## src/rtl/cpu_types_pkg.sv

```systemverilog
// rtl/cpu_types_pkg.sv - shared SM83 core types: bus phases, interrupt ids, dispatch states
package cpu_types_pkg;

    typedef enum logic [1:0] {
        T1 = 2'd0,
        T2 = 2'd1,
        T3 = 2'd2,
        T4 = 2'd3
    } t_phase_t;

    typedef enum logic [2:0] {
        IRQ_IDLE = 3'd0,
        IRQ_D1   = 3'd1,
        IRQ_D2   = 3'd2,
        IRQ_D3   = 3'd3,
        IRQ_D4   = 3'd4,
        IRQ_D5   = 3'd5
    } irq_state_t;

    localparam int IRQ_VBLANK = 0;
    localparam int IRQ_STAT   = 1;
    localparam int IRQ_TIMER  = 2;
    localparam int IRQ_SERIAL = 3;
    localparam int IRQ_JOYPAD = 4;
    localparam int IRQ_COUNT  = 5;

    localparam logic [15:0] IRQ_VEC_BASE = 16'h0040;

    // Vectors are spaced 8 bytes apart starting at base.
    function automatic logic [15:0] irq_vector(input logic [15:0] base, input logic [7:0] idx);
        return base + {5'd0, idx, 3'd0};
    endfunction

endpackage

```

## src/rtl/cpu_irq_prio_enc.sv

```systemverilog
// rtl/cpu_irq_prio_enc.sv - fixed-priority encoder, lowest set bit wins
module cpu_irq_prio_enc #(
    parameter int N     = 5,
    parameter int IDX_W = (N > 1) ? $clog2(N) : 1
) (
    input  logic [N-1:0]     mask,
    output logic             valid,
    output logic [IDX_W-1:0] index
);

    always_comb begin
        valid = |mask;
        index = '0;
        // Scan downward so the last hit is the lowest index.
        for (int i = N - 1; i >= 0; i--) begin
            if (mask[i]) begin
                index = IDX_W'(i);
            end
        end
    end

endmodule

```

## src/rtl/cpu_irq_dispatcher.sv

```systemverilog
// rtl/cpu_irq_dispatcher.sv - SM83 interrupt arbiter and 5 M-cycle dispatch sequencer
module cpu_irq_dispatcher
    import cpu_types_pkg::*;
#(
    parameter logic [15:0] VEC_BASE = IRQ_VEC_BASE,
    parameter int          N_IRQ    = IRQ_COUNT
) (
    input  logic             clk,
    input  logic             reset_n,
    input  logic [1:0]       t_phase,
    input  logic             instr_bound,
    input  logic             halted,
    input  logic             ime,
    input  logic [N_IRQ-1:0] ie,
    input  logic [N_IRQ-1:0] if_flags,
    input  logic [15:0]      pc,
    input  logic [15:0]      sp,
    output logic             busy,
    output logic             ime_clr,
    output logic             sp_dec,
    output logic             mem_wr,
    output logic [15:0]      mem_addr,
    output logic [7:0]       mem_wdata,
    output logic             pc_load,
    output logic [15:0]      pc_vec,
    output logic [N_IRQ-1:0] if_ack,
    output logic             wake
);

    localparam int IDX_W = (N_IRQ > 1) ? $clog2(N_IRQ) : 1;

    irq_state_t       state;
    logic [15:0]      vec_q;
    logic [N_IRQ-1:0] masked;
    logic             pending;
    logic             at_t4;
    logic             take;
    logic             sel_valid;
    logic [IDX_W-1:0] sel_idx;

    assign masked  = ie & if_flags;
    assign pending = |masked;
    assign at_t4   = (t_phase == T4);
    assign take    = (state == IRQ_IDLE) && at_t4 && ime && pending && (instr_bound || halted);

    cpu_irq_prio_enc #(
        .N     (N_IRQ),
        .IDX_W (IDX_W)
    ) u_prio (
        .mask  (masked),
        .valid (sel_valid),
        .index (sel_idx)
    );

    always_ff @(posedge clk or negedge reset_n) begin
        if (!reset_n) begin
            state <= IRQ_IDLE;
            vec_q <= 16'h0000;
        end else if (at_t4) begin
            case (state)
                IRQ_IDLE: if (take) state <= IRQ_D1;
                IRQ_D1:   state <= IRQ_D2;
                IRQ_D2:   state <= IRQ_D3;
                IRQ_D3:   state <= IRQ_D4;
                IRQ_D4: begin
                    // Selection is deferred to here: the PCH push may have rewritten IE.
                    state <= IRQ_D5;
                    vec_q <= sel_valid ? irq_vector(VEC_BASE, 8'(sel_idx)) : 16'h0000;
                end
                IRQ_D5:   state <= IRQ_IDLE;
                default:  state <= IRQ_IDLE;
            endcase
        end
    end

    always_comb begin
        busy      = (state != IRQ_IDLE);
        ime_clr   = take && reset_n;
        sp_dec    = 1'b0;
        mem_wr    = 1'b0;
        mem_addr  = 16'h0000;
        mem_wdata = 8'h00;
        pc_load   = 1'b0;
        pc_vec    = vec_q;
        if_ack    = '0;
        wake      = halted && pending && reset_n;
        case (state)
            IRQ_D2: sp_dec = at_t4;
            IRQ_D3: begin
                mem_wr    = 1'b1;
                mem_addr  = sp;
                mem_wdata = pc[15:8];
                sp_dec    = at_t4;
            end
            IRQ_D4: begin
                mem_wr    = 1'b1;
                mem_addr  = sp;
                mem_wdata = pc[7:0];
                if (at_t4 && sel_valid) begin
                    if_ack = {{(N_IRQ - 1){1'b0}}, 1'b1} << sel_idx;
                end
            end
            IRQ_D5: pc_load = at_t4;
            default: ;
        endcase
    end

endmodule

```

## config.mk

```make
export PLATFORM = sky130hd
export DESIGN_NAME = cpu_irq_dispatcher
export DESIGN_NICKNAME = d
export VERILOG_FILES = /design/src/rtl/cpu_types_pkg.sv /design/src/rtl/cpu_irq_prio_enc.sv /design/src/rtl/cpu_irq_dispatcher.sv
export SDC_FILE = /design/constraint.sdc
export NUM_CORES = 1
export LEC_CHECK = 0
export BUFFER_PORTS_ARGS = -buffer_cell sky130_fd_sc_hd__clkbuf_2
export CAP_MARGIN = 20
export CORE_MARGIN = 4
export CORE_UTILIZATION = 34
export CTS_BUF_LIST = sky130_fd_sc_hd__clkbuf_4 sky130_fd_sc_hd__clkbuf_8
export DETAILED_ROUTE_END_ITERATION = 8
export PLACE_DENSITY_LB_ADDON = 0.2
export SKIP_LAST_GASP = 1
export SYNTH_ARGS = -nofsm -noshare
export SYNTH_HDL_FRONTEND = slang
export SYNTH_SLANG_ARGS = --single-unit
```

## constraint.sdc

```tcl
create_clock -name clk -period 2.46 [get_ports clk]
set_clock_uncertainty 0.2 [all_clocks]
set_input_delay 0.246 -clock clk [delete_from_list [all_inputs] [get_ports clk]]
set_output_delay 0.246 -clock clk [all_outputs]
set_load 0.02 [all_outputs]
```

==> results.json <==
{
  "nFillCells": 235,
  "multiInputGateArea_sq_um": 553.0,
  "die_area_sq_mm": 0.003358,
  "r2r_cells": 4,
  "hold_start": "if_flags[4]",
  "cts_sinks": 7,
  "seqCellArea_sq_um": 175.2,
  "grt_pass1_wl_microns": 4077,
  "die_h_microns": 57.95,
  "drv_cap": 0,
  "synth_cell_type_count": 32,
  "dp_cells": 210,
  "ios": 100,
  "grt.busiest_layer": "met2",
  "r2r_end": "pc_vec[4]$_DFFE_PN0P_",
  "dpl_cell_area_sq_mm": 0.001210,
  "drt-vias-per-instance": 4.795,
  "diodes": 0,
  "min_to": "pc_vec[5]$_DFFE_PN0P_",
  "setup_viol": 0,
  "syn-cell-area_sq_um": 848.3,
  "drive_gt1_share_pct": 55.61,
  "netlist_instances": 102,
  "ys_seq_area_share_pct": 20.65,
  "grt_util_met1_pct": 15.66,
  "ys_ff_latch": 7,
  "rows": 17,
  "end_kind": "output port",
  "track_usage_pct": 14.99,
  "synth-compound-area-share_pct": 15.93,
  "h-tree-depth": 1,
  "drt-total-wl_microns": 2693,
  "timing.fmax_mhz": 437.9,
  "yosysWarningCount": 0,
  "nNetsFinal": 237,
  "worstPathRequired_ns": 2.01,
  "synthFlopType": "dfrtp_1",
  "fin_ws_ns": 0.1764,
  "drtAntennaViolNets": 0,
  "total_leakage_power_nw": 0.7490,
  "grt_max_degree": 18,
  "port_buffers": 87,
  "post_cts_buffers": 0,
  "synth_edf_count": 0,
  "clockRootBuffer": "clkbuf_4",
  "netlist.area_leader.share_pct": 20.65,
  "drcViolationCount": 0,
  "min_period_ns": 2.284,
  "floorplan.initialDensity_pct": 36.93,
  "core_sq_mm": 0.002297,
  "period_share_pct": 92.83,
  "worstSetupPathType": "flip-flop to output port",
  "slew_violations": 0,
  "areaGrowthSynthToFinish_pct": 47.35,
  "cts_tree": "built",
  "r2r_start": "state[0]$_DFFE_PN0P_",
  "synthAdderAreaFrac_pct": 0,
  "synth-async-reset-ratio_pct": 100.0,
  "r2r_slack_ns": 0.77,
  "crit_path_start_kind": "flip-flop",
  "cts_buffers": 3,
  "arrival_ns": 1.84,
  "ctsLongestPathBuffers": 2,
  "crit_fanout": 17,
  "pre_cts_slack_ns": 0.3313,
  "worstHoldPathCells": 3,
  "rsz0062_at_grt": "no",
  "met3_usage_pct": 3.563,
  "grt_pass1_vias": 972,
  "synth_xor_area_share_pct": 0,
  "clock_latency_ns": 0.25,
  "vias": 1031,
  "power_density_mw_per_mm2": 938.9,
  "firstDrtPassIters": 4,
  "post_drt_wl_per_cell_microns": 12.53,
  "die_w_microns": 57.95,
  "globalplace.congestion": 0.6951,
  "ir_drop_uv": 575.3,
  "synth_top_area_cell": "dfrtp_1",
  "clk_pin_slew_ns": 0.05,
  "avgSynthCellArea_sq_um": 8.317,
  "post-route-cell-area_sq_mm": 0.001250,
  "dp_hpwl_microns": 2446,
  "fin_tns_setup_ns": 0,
  "grtUsageMet2_pct": 29.35,
  "synth_area_leaders": "dfrtp_1 (21%), buf_4 (13%), and2_4 (9.3%)",
  "hold_violations": 0,
  "antenna_found_initial": 0,
  "overflow": 0,
  "synth_top_family_by_area": "simple AND/OR/NAND/NOR gates",
  "status": "finished clean",
  "drt_iter0_drc": 33,
  "hold_path.class": "input port to flip-flop",
  "critPathLaunch": "state[2]$_DFFE_PN0P_",
  "synth.area.mux_share_pct": 3.835,
  "synthSimpleGateAreaFrac_pct": 40.12,
  "total_power_w": 0.001174,
  "final_cells": 215
}
-- report_power, final --
part	internal (W)	switching, W	leakage [nW]	total [W]
Sequential	0.000161	0.0000628	0.0868	0.000223
Combinational	0.000339	0.000496	0.644	0.000835
Clock	0.0000729	0.0000423	0.0184	0.000115
Total	0.000573	0.000601	0.749	0.00117
-- critical path, stage by stage, from the launching register on --
cell      delay [ns]
dfrtp_1         0.45
nor3b_1         0.17
buf_4           0.19
or2_2           0.42
and2_1          0.20
clkbuf_2        0.15
-- cell usage in the layout (no fill, tap or decap), types with 3 or more instances in the layout --
| cell | count |
|---|---|
| o21ai_0 | 3 |
| conb_1 | 12 |
| a22o_1 | 7 |
| nor2_1 | 7 |
| and2_4 | 9 |
| dfrtp_1 | 7 |
| clkbuf_2 | 87 |
| nand3_1 | 5 |
| nand2_1 | 8 |
| and2_1 | 9 |
| clkbuf_4 | 4 |
-- flip-flops by register name (all words and copies together) (netlist names) --
| name | flops |
|---|---|
| pc_vec | 4 |
| state | 3 |
-- timing repair --
action                                  in CTS  in global routing
endpoints found under the hold margin        7                  0
hold buffers                                 1                  0
endpoints found under the setup margin       0                 16
gates resized for setup                      0                  1
-- through the flow --
step                utilization (%)  hold WS (ns)
detailed placement            52.67       -0.1026
global placement              52.67       -0.1017
global route                  54.41       0.08061
floorplan                         -       -0.2496
finish                        54.41       0.06580
CTS                           54.41       0.05530
-- synth_stat cells (2+ instances only) --
cell     instances
buf_6            4
and2_4           9
dfrtp_1          7
and3_1           2
nand2_1          8
buf_4           15
o21ai_0          3
a22oi_1          2
nor2_1           7
nor4b_1          2
nand3_1          5
and3b_1          2
nor2b_1          2
a22o_1           7
and2_1           9
mux2_1           2
-- cells by family (layout without fill, tap and decap cells) --
kind of cell / Yosys count / in the layout
muxes: 3 / 3
buffers and inverters: 20 / 94
DFF: 7 / 7
AOI/OAI and AO/OA: 17 / 17
other: 1 / 12
and+or+nand+nor: 54 / 54
-- routing by layer --
| layer | routed length [microns] | vias to the layer above |
|---|---|---|
| li1 | - | 503 |
| met1 | 892 | 447 |
| met2 | 1425 | 76 |
| met3 | 351 | 5 |
| met4 | 24 | 0 |
| met5 | 0 | - |
-- cell type report --
class	instances	share of cell area, %
Clock buffer	4	2.402
Tap cell	28	2.803
Inverter	1	0.3003
Sequential cell	7	14.01
Multi-Input combinational cell	86	44.24
Timing Repair Buffer	89	36.24
-- how the worst max path moves through the flow --
| stage | end | cells after the start |
|---|---|---|
| after floorplan | if_ack[1] | 5 |
| after global placement | mem_addr[0] | 5 |
| after detailed placement | mem_addr[7] | 5 |
| after CTS | mem_addr[7] | 5 |
| after global routing | mem_addr[0] | 5 |
| final | mem_addr[0] | 5 |
No activity file was read; power rests on OpenSTA's default activity.
